==> config.mk <==
export PLATFORM = sky130hd
export DESIGN_NAME = linked_list_mq_fifo_flat
export DESIGN_NICKNAME = d
export VERILOG_FILES = /design/src/rtl/linked_list_mq_fifo_if.sv /design/src/rtl/linked_list_mq_fifo.sv /design/src/flat_wrapper.sv
export SDC_FILE = /design/constraint.sdc
export NUM_CORES = 1
export LEC_CHECK = 0
export CORE_ASPECT_RATIO = 0.7
export CORE_MARGIN = 1
export CORE_UTILIZATION = 57
export CTS_CLUSTER_SIZE = 25
export DETAILED_ROUTE_END_ITERATION = 6
export PLACE_DENSITY = 0.8
export SYNTH_ARGS = -nofsm -noshare
export SYNTH_HDL_FRONTEND = slang
export SYNTH_SLANG_ARGS = --single-unit
==> constraint.sdc <==
create_clock -name clk -period 5 [get_ports clk]
set_clock_uncertainty 0.2 [all_clocks]
set_input_delay 1.5 -clock clk [delete_from_list [all_inputs] [get_ports clk]]
set_output_delay 1.5 -clock clk [all_outputs]
set_load 0.03 [all_outputs]
==> src/rtl/linked_list_mq_fifo_if.sv <==
// Bus bundle for linked_list_mq_fifo: enqueue, dequeue and flush requests, plus
// popped data and the per-queue status returned by the buffer.
interface linked_list_mq_fifo_if #(
  parameter int WIDTH     = 4,
  parameter int DEPTH     = 4,
  parameter int NUM_FIFOS = 2,
  parameter int PTR_WIDTH = $clog2(DEPTH),
  parameter int SEL_WIDTH = (NUM_FIFOS > 1) ? $clog2(NUM_FIFOS) : 1
);
  logic                                 push;
  logic [SEL_WIDTH-1:0]                 push_sel;
  logic [WIDTH-1:0]                     data_in;
  logic                                 pop;
  logic [SEL_WIDTH-1:0]                 pop_sel;
  logic                                 flush;
  logic [SEL_WIDTH-1:0]                 flush_sel;
  logic [WIDTH-1:0]                     data_out;
  logic                                 data_out_vld;
  logic [NUM_FIFOS-1:0]                 empty;
  logic                                 full;
  logic [NUM_FIFOS-1:0]                 can_push;
  logic [NUM_FIFOS*(PTR_WIDTH+1)-1:0]   count;
  logic [PTR_WIDTH:0]                   free_count;
  logic                                 overflow;
  logic                                 underflow;

  modport master (
    output push, push_sel, data_in, pop, pop_sel, flush, flush_sel,
    input  data_out, data_out_vld, empty, full, can_push, count, free_count,
           overflow, underflow
  );

  modport slave (
    input  push, push_sel, data_in, pop, pop_sel, flush, flush_sel,
    output data_out, data_out_vld, empty, full, can_push, count, free_count,
           overflow, underflow
  );
endinterface

==> src/rtl/linked_list_mq_fifo.sv <==
// Multi-queue FIFO sharing one entry store through next-pointer linked lists,
// with per-queue reserved capacity, single-cycle queue flush and sticky error flags.
module linked_list_mq_fifo #(
  parameter int WIDTH     = 4,
  parameter int DEPTH     = 4,
  parameter int NUM_FIFOS = 2,
  parameter int RESERVE   = 0,
  parameter int PTR_WIDTH = $clog2(DEPTH),
  parameter int SEL_WIDTH = (NUM_FIFOS > 1) ? $clog2(NUM_FIFOS) : 1
) (
  input  logic                   clk,
  input  logic                   rst,
  linked_list_mq_fifo_if.slave   bus
);

  localparam int CW = PTR_WIDTH + 1;

  typedef logic [PTR_WIDTH-1:0] ptr_t;
  typedef logic [CW-1:0]        cnt_t;

  logic [WIDTH-1:0] mem_q [DEPTH];
  ptr_t             nxt_q [DEPTH];
  ptr_t             nxt_d [DEPTH];

  ptr_t head_q [NUM_FIFOS];
  ptr_t head_d [NUM_FIFOS];
  ptr_t tail_q [NUM_FIFOS];
  ptr_t tail_d [NUM_FIFOS];
  cnt_t cnt_q  [NUM_FIFOS];
  cnt_t cnt_d  [NUM_FIFOS];

  ptr_t freeHead_q, freeHead_d;
  ptr_t freeTail_q, freeTail_d;
  cnt_t freeCount_q, freeCount_d;

  logic [WIDTH-1:0] dataOut_q, dataOut_d;
  logic             dataVld_q, dataVld_d;
  logic             overflow_q, overflow_d;
  logic             underflow_q, underflow_d;

  logic [NUM_FIFOS-1:0] canPush;
  int                   deficit;

  logic pushSelOk, popSelOk, flushReq;
  logic pushBlocked, popBlocked;
  logic pushOk, popOk, flushOk;
  ptr_t allocPtr, popPtr;
  ptr_t flushHead, flushTail;
  cnt_t flushCount;

  // Admission: queues below their reserve may take any free entry; others must
  // leave enough free entries to cover every queue's outstanding reserve.
  always_comb begin
    deficit = 0;
    canPush = '0;
    for (int q = 0; q < NUM_FIFOS; q++) begin
      if (int'(cnt_q[q]) < RESERVE) begin
        deficit = deficit + (RESERVE - int'(cnt_q[q]));
      end
    end
    for (int q = 0; q < NUM_FIFOS; q++) begin
      if (int'(cnt_q[q]) < RESERVE) begin
        canPush[q] = (freeCount_q != '0);
      end else begin
        canPush[q] = (int'(freeCount_q) > deficit);
      end
    end
  end

  always_comb begin
    pushSelOk   = (int'(bus.push_sel) < NUM_FIFOS);
    popSelOk    = (int'(bus.pop_sel) < NUM_FIFOS);
    flushReq    = bus.flush && (int'(bus.flush_sel) < NUM_FIFOS);
    pushBlocked = flushReq && (bus.flush_sel == bus.push_sel);
    popBlocked  = flushReq && (bus.flush_sel == bus.pop_sel);
    pushOk      = bus.push && !pushBlocked && pushSelOk && canPush[bus.push_sel];
    popOk       = bus.pop && !popBlocked && popSelOk && (cnt_q[bus.pop_sel] != '0);
    flushOk     = flushReq && (cnt_q[bus.flush_sel] != '0);
    allocPtr    = freeHead_q;
    popPtr      = head_q[bus.pop_sel];
    flushHead   = head_q[bus.flush_sel];
    flushTail   = tail_q[bus.flush_sel];
    flushCount  = cnt_q[bus.flush_sel];
  end

  // Next state: queue lists first, then the free list in the order
  // allocate-from-head, append popped entry, append flushed chain.
  always_comb begin
    nxt_d       = nxt_q;
    head_d      = head_q;
    tail_d      = tail_q;
    cnt_d       = cnt_q;
    freeHead_d  = freeHead_q;
    freeTail_d  = freeTail_q;
    freeCount_d = freeCount_q;
    dataOut_d   = dataOut_q;
    dataVld_d   = popOk;
    overflow_d  = overflow_q | (bus.push && !pushBlocked && !pushOk);
    underflow_d = underflow_q | (bus.pop && !popBlocked && !popOk);

    if (popOk) begin
      dataOut_d = mem_q[popPtr];
    end

    for (int q = 0; q < NUM_FIFOS; q++) begin
      if (flushOk && (bus.flush_sel == SEL_WIDTH'(q))) begin
        cnt_d[q] = '0;
      end else begin
        if (popOk && (bus.pop_sel == SEL_WIDTH'(q))) begin
          head_d[q] = nxt_q[head_q[q]];
          cnt_d[q]  = cnt_d[q] - cnt_t'(1);
        end
        if (pushOk && (bus.push_sel == SEL_WIDTH'(q))) begin
          if (cnt_d[q] == '0) begin
            head_d[q] = allocPtr;
          end else begin
            nxt_d[tail_q[q]] = allocPtr;
          end
          tail_d[q] = allocPtr;
          cnt_d[q]  = cnt_d[q] + cnt_t'(1);
        end
      end
    end

    if (pushOk) begin
      freeHead_d  = nxt_q[freeHead_q];
      freeCount_d = freeCount_q - cnt_t'(1);
    end

    if (popOk) begin
      if (freeCount_d == '0) begin
        freeHead_d = popPtr;
      end else begin
        nxt_d[freeTail_q] = popPtr;
      end
      freeTail_d  = popPtr;
      freeCount_d = freeCount_d + cnt_t'(1);
    end

    if (flushOk) begin
      if (freeCount_d == '0) begin
        freeHead_d = flushHead;
      end else begin
        nxt_d[freeTail_d] = flushHead;
      end
      freeTail_d  = flushTail;
      freeCount_d = freeCount_d + flushCount;
    end
  end

  always_ff @(posedge clk) begin
    if (!rst) begin
      for (int i = 0; i < DEPTH; i++) begin
        nxt_q[i] <= ptr_t'((i + 1) % DEPTH);
      end
      for (int q = 0; q < NUM_FIFOS; q++) begin
        head_q[q] <= '0;
        tail_q[q] <= '0;
        cnt_q[q]  <= '0;
      end
      freeHead_q  <= '0;
      freeTail_q  <= ptr_t'(DEPTH - 1);
      freeCount_q <= cnt_t'(DEPTH);
      dataOut_q   <= '0;
      dataVld_q   <= 1'b0;
      overflow_q  <= 1'b0;
      underflow_q <= 1'b0;
    end else begin
      nxt_q       <= nxt_d;
      head_q      <= head_d;
      tail_q      <= tail_d;
      cnt_q       <= cnt_d;
      freeHead_q  <= freeHead_d;
      freeTail_q  <= freeTail_d;
      freeCount_q <= freeCount_d;
      dataOut_q   <= dataOut_d;
      dataVld_q   <= dataVld_d;
      overflow_q  <= overflow_d;
      underflow_q <= underflow_d;
    end
  end

  // The data store needs no reset: an entry is only read after being written.
  always_ff @(posedge clk) begin
    if (rst && pushOk) begin
      mem_q[allocPtr] <= bus.data_in;
    end
  end

  for (genvar g = 0; g < NUM_FIFOS; g++) begin : g_status
    assign bus.empty[g]              = (cnt_q[g] == '0);
    assign bus.count[g*CW +: CW]     = cnt_q[g];
  end

  assign bus.can_push     = canPush;
  assign bus.full         = (freeCount_q == '0);
  assign bus.free_count   = freeCount_q;
  assign bus.data_out     = dataOut_q;
  assign bus.data_out_vld = dataVld_q;
  assign bus.overflow     = overflow_q;
  assign bus.underflow    = underflow_q;

endmodule

==> src/flat_wrapper.sv <==
// flat-port wrapper written by rule: the top's interface ports become plain ports
module linked_list_mq_fifo_flat 
#(
  parameter int WIDTH     = 4,
  parameter int DEPTH     = 4,
  parameter int NUM_FIFOS = 2,
  parameter int RESERVE   = 0,
  parameter int PTR_WIDTH = $clog2(DEPTH),
  parameter int SEL_WIDTH = (NUM_FIFOS > 1) ? $clog2(NUM_FIFOS) : 1
)
  (clk, rst, bus_push, bus_push_sel, bus_data_in, bus_pop, bus_pop_sel, bus_flush, bus_flush_sel, bus_data_out, bus_data_out_vld, bus_empty, bus_full, bus_can_push, bus_count, bus_free_count, bus_overflow, bus_underflow);
  linked_list_mq_fifo_if #(.WIDTH(WIDTH), .DEPTH(DEPTH), .NUM_FIFOS(NUM_FIFOS), .PTR_WIDTH(PTR_WIDTH), .SEL_WIDTH(SEL_WIDTH)) bus_i ();
  input  logic clk;
  input  logic rst;
  input wire logic [$bits(bus_i.push)-1:0] bus_push;
  input wire logic [$bits(bus_i.push_sel)-1:0] bus_push_sel;
  input wire logic [$bits(bus_i.data_in)-1:0] bus_data_in;
  input wire logic [$bits(bus_i.pop)-1:0] bus_pop;
  input wire logic [$bits(bus_i.pop_sel)-1:0] bus_pop_sel;
  input wire logic [$bits(bus_i.flush)-1:0] bus_flush;
  input wire logic [$bits(bus_i.flush_sel)-1:0] bus_flush_sel;
  output wire logic [$bits(bus_i.data_out)-1:0] bus_data_out;
  output wire logic [$bits(bus_i.data_out_vld)-1:0] bus_data_out_vld;
  output wire logic [$bits(bus_i.empty)-1:0] bus_empty;
  output wire logic [$bits(bus_i.full)-1:0] bus_full;
  output wire logic [$bits(bus_i.can_push)-1:0] bus_can_push;
  output wire logic [$bits(bus_i.count)-1:0] bus_count;
  output wire logic [$bits(bus_i.free_count)-1:0] bus_free_count;
  output wire logic [$bits(bus_i.overflow)-1:0] bus_overflow;
  output wire logic [$bits(bus_i.underflow)-1:0] bus_underflow;
  assign bus_i.push = bus_push;
  assign bus_i.push_sel = bus_push_sel;
  assign bus_i.data_in = bus_data_in;
  assign bus_i.pop = bus_pop;
  assign bus_i.pop_sel = bus_pop_sel;
  assign bus_i.flush = bus_flush;
  assign bus_i.flush_sel = bus_flush_sel;
  assign bus_data_out = bus_i.data_out;
  assign bus_data_out_vld = bus_i.data_out_vld;
  assign bus_empty = bus_i.empty;
  assign bus_full = bus_i.full;
  assign bus_can_push = bus_i.can_push;
  assign bus_count = bus_i.count;
  assign bus_free_count = bus_i.free_count;
  assign bus_overflow = bus_i.overflow;
  assign bus_underflow = bus_i.underflow;
  linked_list_mq_fifo #(.WIDTH(WIDTH), .DEPTH(DEPTH), .NUM_FIFOS(NUM_FIFOS), .RESERVE(RESERVE), .PTR_WIDTH(PTR_WIDTH), .SEL_WIDTH(SEL_WIDTH)) u_core (.clk(clk), .rst(rst), .bus(bus_i));
endmodule
==> flow_summary.toml <==
[run_status]
status = "finished, final reports clean"

[clock_tree]
ctsResizeCount = 0
post-cts-setup-buffers = 0
clk_path_buf_depth = 2
clock_sinks = 52
cts-root-buf = "clkbuf_8"
clk_pin_slew_ps = 100
cts_made_buffers = 5
hold_buffers = 0
tritoncts = "done"
clock_latency_ps = 310
cts_max_level = 2

[logic_synthesis]
yosysTopAreaCell = "dfxtp_1"
synth_area_leaders = "dfxtp_1 22%, edfxtp_1 15%, mux2i_1 10%"
synth_seq_cells = 52
synth_nets = 374
ys_warn_count = 0
syn-cell-area_um2 = 3260
ys_async_sr_fraction_pct = 0
synth-edff-count = 16
syn_avg_cell_area_um2 = 9.37
ys_seq_area_share_pct = 36.8
syn-instance-count = 348
synth_cell_types = 56
dominantRegCellSynth = "dfxtp_1"
yosys.area.top_type_share_pct = 22.1

[finish]
diodes = 0
drive_above_1_share_pct = 11.6
fin_area_um2 = 3820
final_nets = 412
area_delta_synth_final_pct = 17.0
n_fill_cell = 417
layout.cells.non_filler = 459

[setup_path]
crit_arrival_ps = 4650
critPathSlowestCell = "clkdlybuf4s50_1"
path_class = "in2reg"
slowest_delay_ps = 570
critPathLaunchType = "input port"
cp.buffers_inverters = 2
crit_path_end_kind = "register"
r2r-start = "u_core.bus.free_count[0]$_SDFF_PN0_"
critPathMaxFanout = 9
crit_family = "simple AND/OR/NAND/NOR gates"
cp_common_cell = "mux2i_1"
crit_start = "bus_flush"
cp.required_ps = 5000
path_cells = "clkdlybuf4s50_1 > and2_1 > nor3_1 > buf_4 > xnor2_1 > ha_1 > nand2_1 > or4_1 > nand4_1 > o21a_1 > mux2i_1 > mux2i_1 > a211o_1"

[global_route]
track_usage_pct = 30.3
grt_max_degree = 26
grt_first_pass_wirelength_mm = 13.8
antenna_found_initial = 0
first_global_vias = 2621
grt-ovfl-total = 0

[sta]
tightestPinTransition_ps = 858
hold_viol = 0
drv_slew = 0
fmax_mhz = 215
setup_violations = 0
max_slew_margin_pct = 42.1
fin_setup_tns_ps = 0
rsz0062_at_grt = "no"
finalCriticalPeriod_ps = 4650
min_period_over_period_pct = 93.0

[routing]
routedWlPerCell_um = 18.7
dr_total_vias = 2848
totalWireLength_mm = 8.60
firstDrtPassIters = 5
via_per_inst = 6.20
remaining_drc_errors = 0
ant_nets = 0
drt_iter0_markers = 258

[power]
p_comb_share_pct = 48.5
p_sw_w = 0.000678
pwr-share-seq_pct = 33.6
clkPwrFrac_pct = 17.9
cellPowerDensity_nw_per_um2 = 431
power.internal_w = 0.000969
peakVddDrop_mv = 0.259
switching_share_pct = 41.2
finalPower_w = 0.00165
power_leakage_nw = 1.49

[floorplan]
io_pins = 33
core_um2 = 5370
rows = 22
die_area_um2 = 6030
start_util_pct = 60.8
dieWidth_um = 92.4
die_y_um = 65.3

[job]
maxCapViolations = 0

[place]
port_buffers = 32
routabilityCongestion = 0.894
place_hpwl_mm = 6.40
placed_cells = 451
placed_cell_area_um2 = 3710

[worst_hold_path]
worstHoldStart = "u_core.bus.underflow$_SDFF_PN0_"
holdCritPathClass = "reg2reg"
power groups by stage:
stage | Combinational [W] | Sequential (W) | Clock (W)
6_report | 0.000799 | 0.000553 | 0.000295
5_1_grt | 0.000872 | 0.000560 | 0.000311
4_1_cts | 0.000789 | 0.000550 | 0.000295
3_5_place_dp | 0.000780 | 0.000560 | 0
3_3_place_gp | 0.000761 | 0.000556 | 0
2_1_floorplan | 0.000521 | 0.000590 | 0
layer usage:
metal | vias up | track usage, % | share of wire [%]
li1 | 1329 | - | -
met1 | 1337 | 44.1 | 46
met2 | 162 | 45.0 | 43
met3 | 20 | 5.56 | 9.2
met4 | 0 | 10.9 | 2.1
met5 | - | 0 | 0
area by class of cell:
| class | count | area, µm² | area share [%] |
|---|---|---|---|
| Multi-Input combinational cell | 256 | 1900 | 49.8 |
| Sequential cell | 52 | 1200 | 31.5 |
| Timing Repair Buffer | 44 | 410 | 10.8 |
| Inverter | 27 | 103 | 2.69 |
| Tap cell | 72 | 90.1 | 2.36 |
| Clock buffer | 5 | 68.8 | 1.80 |
| Clock inverter | 3 | 42.5 | 1.11 |
through the flow:
step           utilization (%)  hold slack (ps)  setup WS, ps
2_1_floorplan                -              290           492
3_3_place_gp              69.0              251           125
3_5_place_dp              69.0              261          75.4
4_1_cts                   71.1              289           402
5_1_grt                   71.1              314           170
6_report                  71.1              281           350
tightest hold or removal path: cells and delay by family, from the launching register on:
kind / cells / cell delay (ps)
DFF: 1 / 340
and+or+nand+nor: 1 / 70
AOI/OAI and AO/OA: 1 / 40
layout by cell type (no fill, tap or decap), drive strengths merged, types with 4 or more instances in the layout:
cell type	Yosys	final
ha	13	13
a21oi	21	21
or3	4	4
xnor2	10	10
edfxtp	16	16
o31ai	4	4
mux4	5	5
o21a	5	5
nand2b	4	4
mux2i	34	34
dfxtp	36	36
clkdlybuf4s50	0	32
nor4	4	4
buf	4	12
a31oi	5	5
nand2	25	25
o21ai	14	14
and2	4	4
nor3	9	9
nor2	37	37
a211oi	4	4
clkbuf	9	5
inv	25	25
nand4	5	5
mux2	12	12
cells in the mapped netlist, drive strengths merged, types with 2 or more instances:
| cell | instances |
|---|---|
| nor3 | 9 |
| buf | 4 |
| and2 | 4 |
| mux2i | 34 |
| or3 | 4 |
| a31oi | 5 |
| nor4 | 4 |
| nor2b | 3 |
| a21o | 2 |
| and3 | 2 |
| o21ai | 14 |
| mux4 | 5 |
| edfxtp | 16 |
| nor2 | 37 |
| and4b | 2 |
| o22a | 2 |
| a21oi | 21 |
| clkbuf | 9 |
| o211ai | 3 |
| dfxtp | 36 |
| nand3 | 3 |
| clkinv | 2 |
| a22o | 2 |
| o21a | 5 |
| ha | 13 |
| xor2 | 3 |
| xnor2 | 10 |
| a211oi | 4 |
| o31ai | 4 |
| mux2 | 12 |
| a32oi | 2 |
| nand4 | 5 |
| nand2 | 25 |
| nand2b | 4 |
| inv | 25 |
logic make-up after synthesis:
kind of cell | Yosys count | share of synthesized area, %
AOI/OAI and AO/OA | 70 | 14.2
xor gates and xnor gates | 13 | 3.72
adders and majority gates | 14 | 5.60
buffers and inverters | 40 | 4.87
DFF | 52 | 36.8
muxes | 51 | 18.0
and+or+nand+nor | 108 | 16.8
final timing paths:
check / endpoint / slack (ps) / cells past startpoint
max: u_core.nxt_q[5]$_SDFF_PN1_ / 350 / 13
min reg2reg: u_core.bus.underflow$_SDFF_PN0_ / 280 / 2
max reg2reg: u_core.bus.free_count[2]$_SDFF_PN1_ / 1160 / 16
min: u_core.bus.underflow$_SDFF_PN0_ / 280 / 2
registers in the layout, summed over array words and instances (netlist names):
register,cells
u_core.bus.data_out_vld,1
u_core.bus.data_out,4
u_core.bus.underflow,1
u_core.freeTail_q,2
u_core.bus.free_count,3
u_core.head_q,4
u_core.bus.count,6
u_core.nxt_q,8
u_core.bus.overflow,1
u_core.allocPtr,2
u_core.tail_q,4
u_core.mem_q,16
Note: power is estimated with default switching activity, not from simulation.
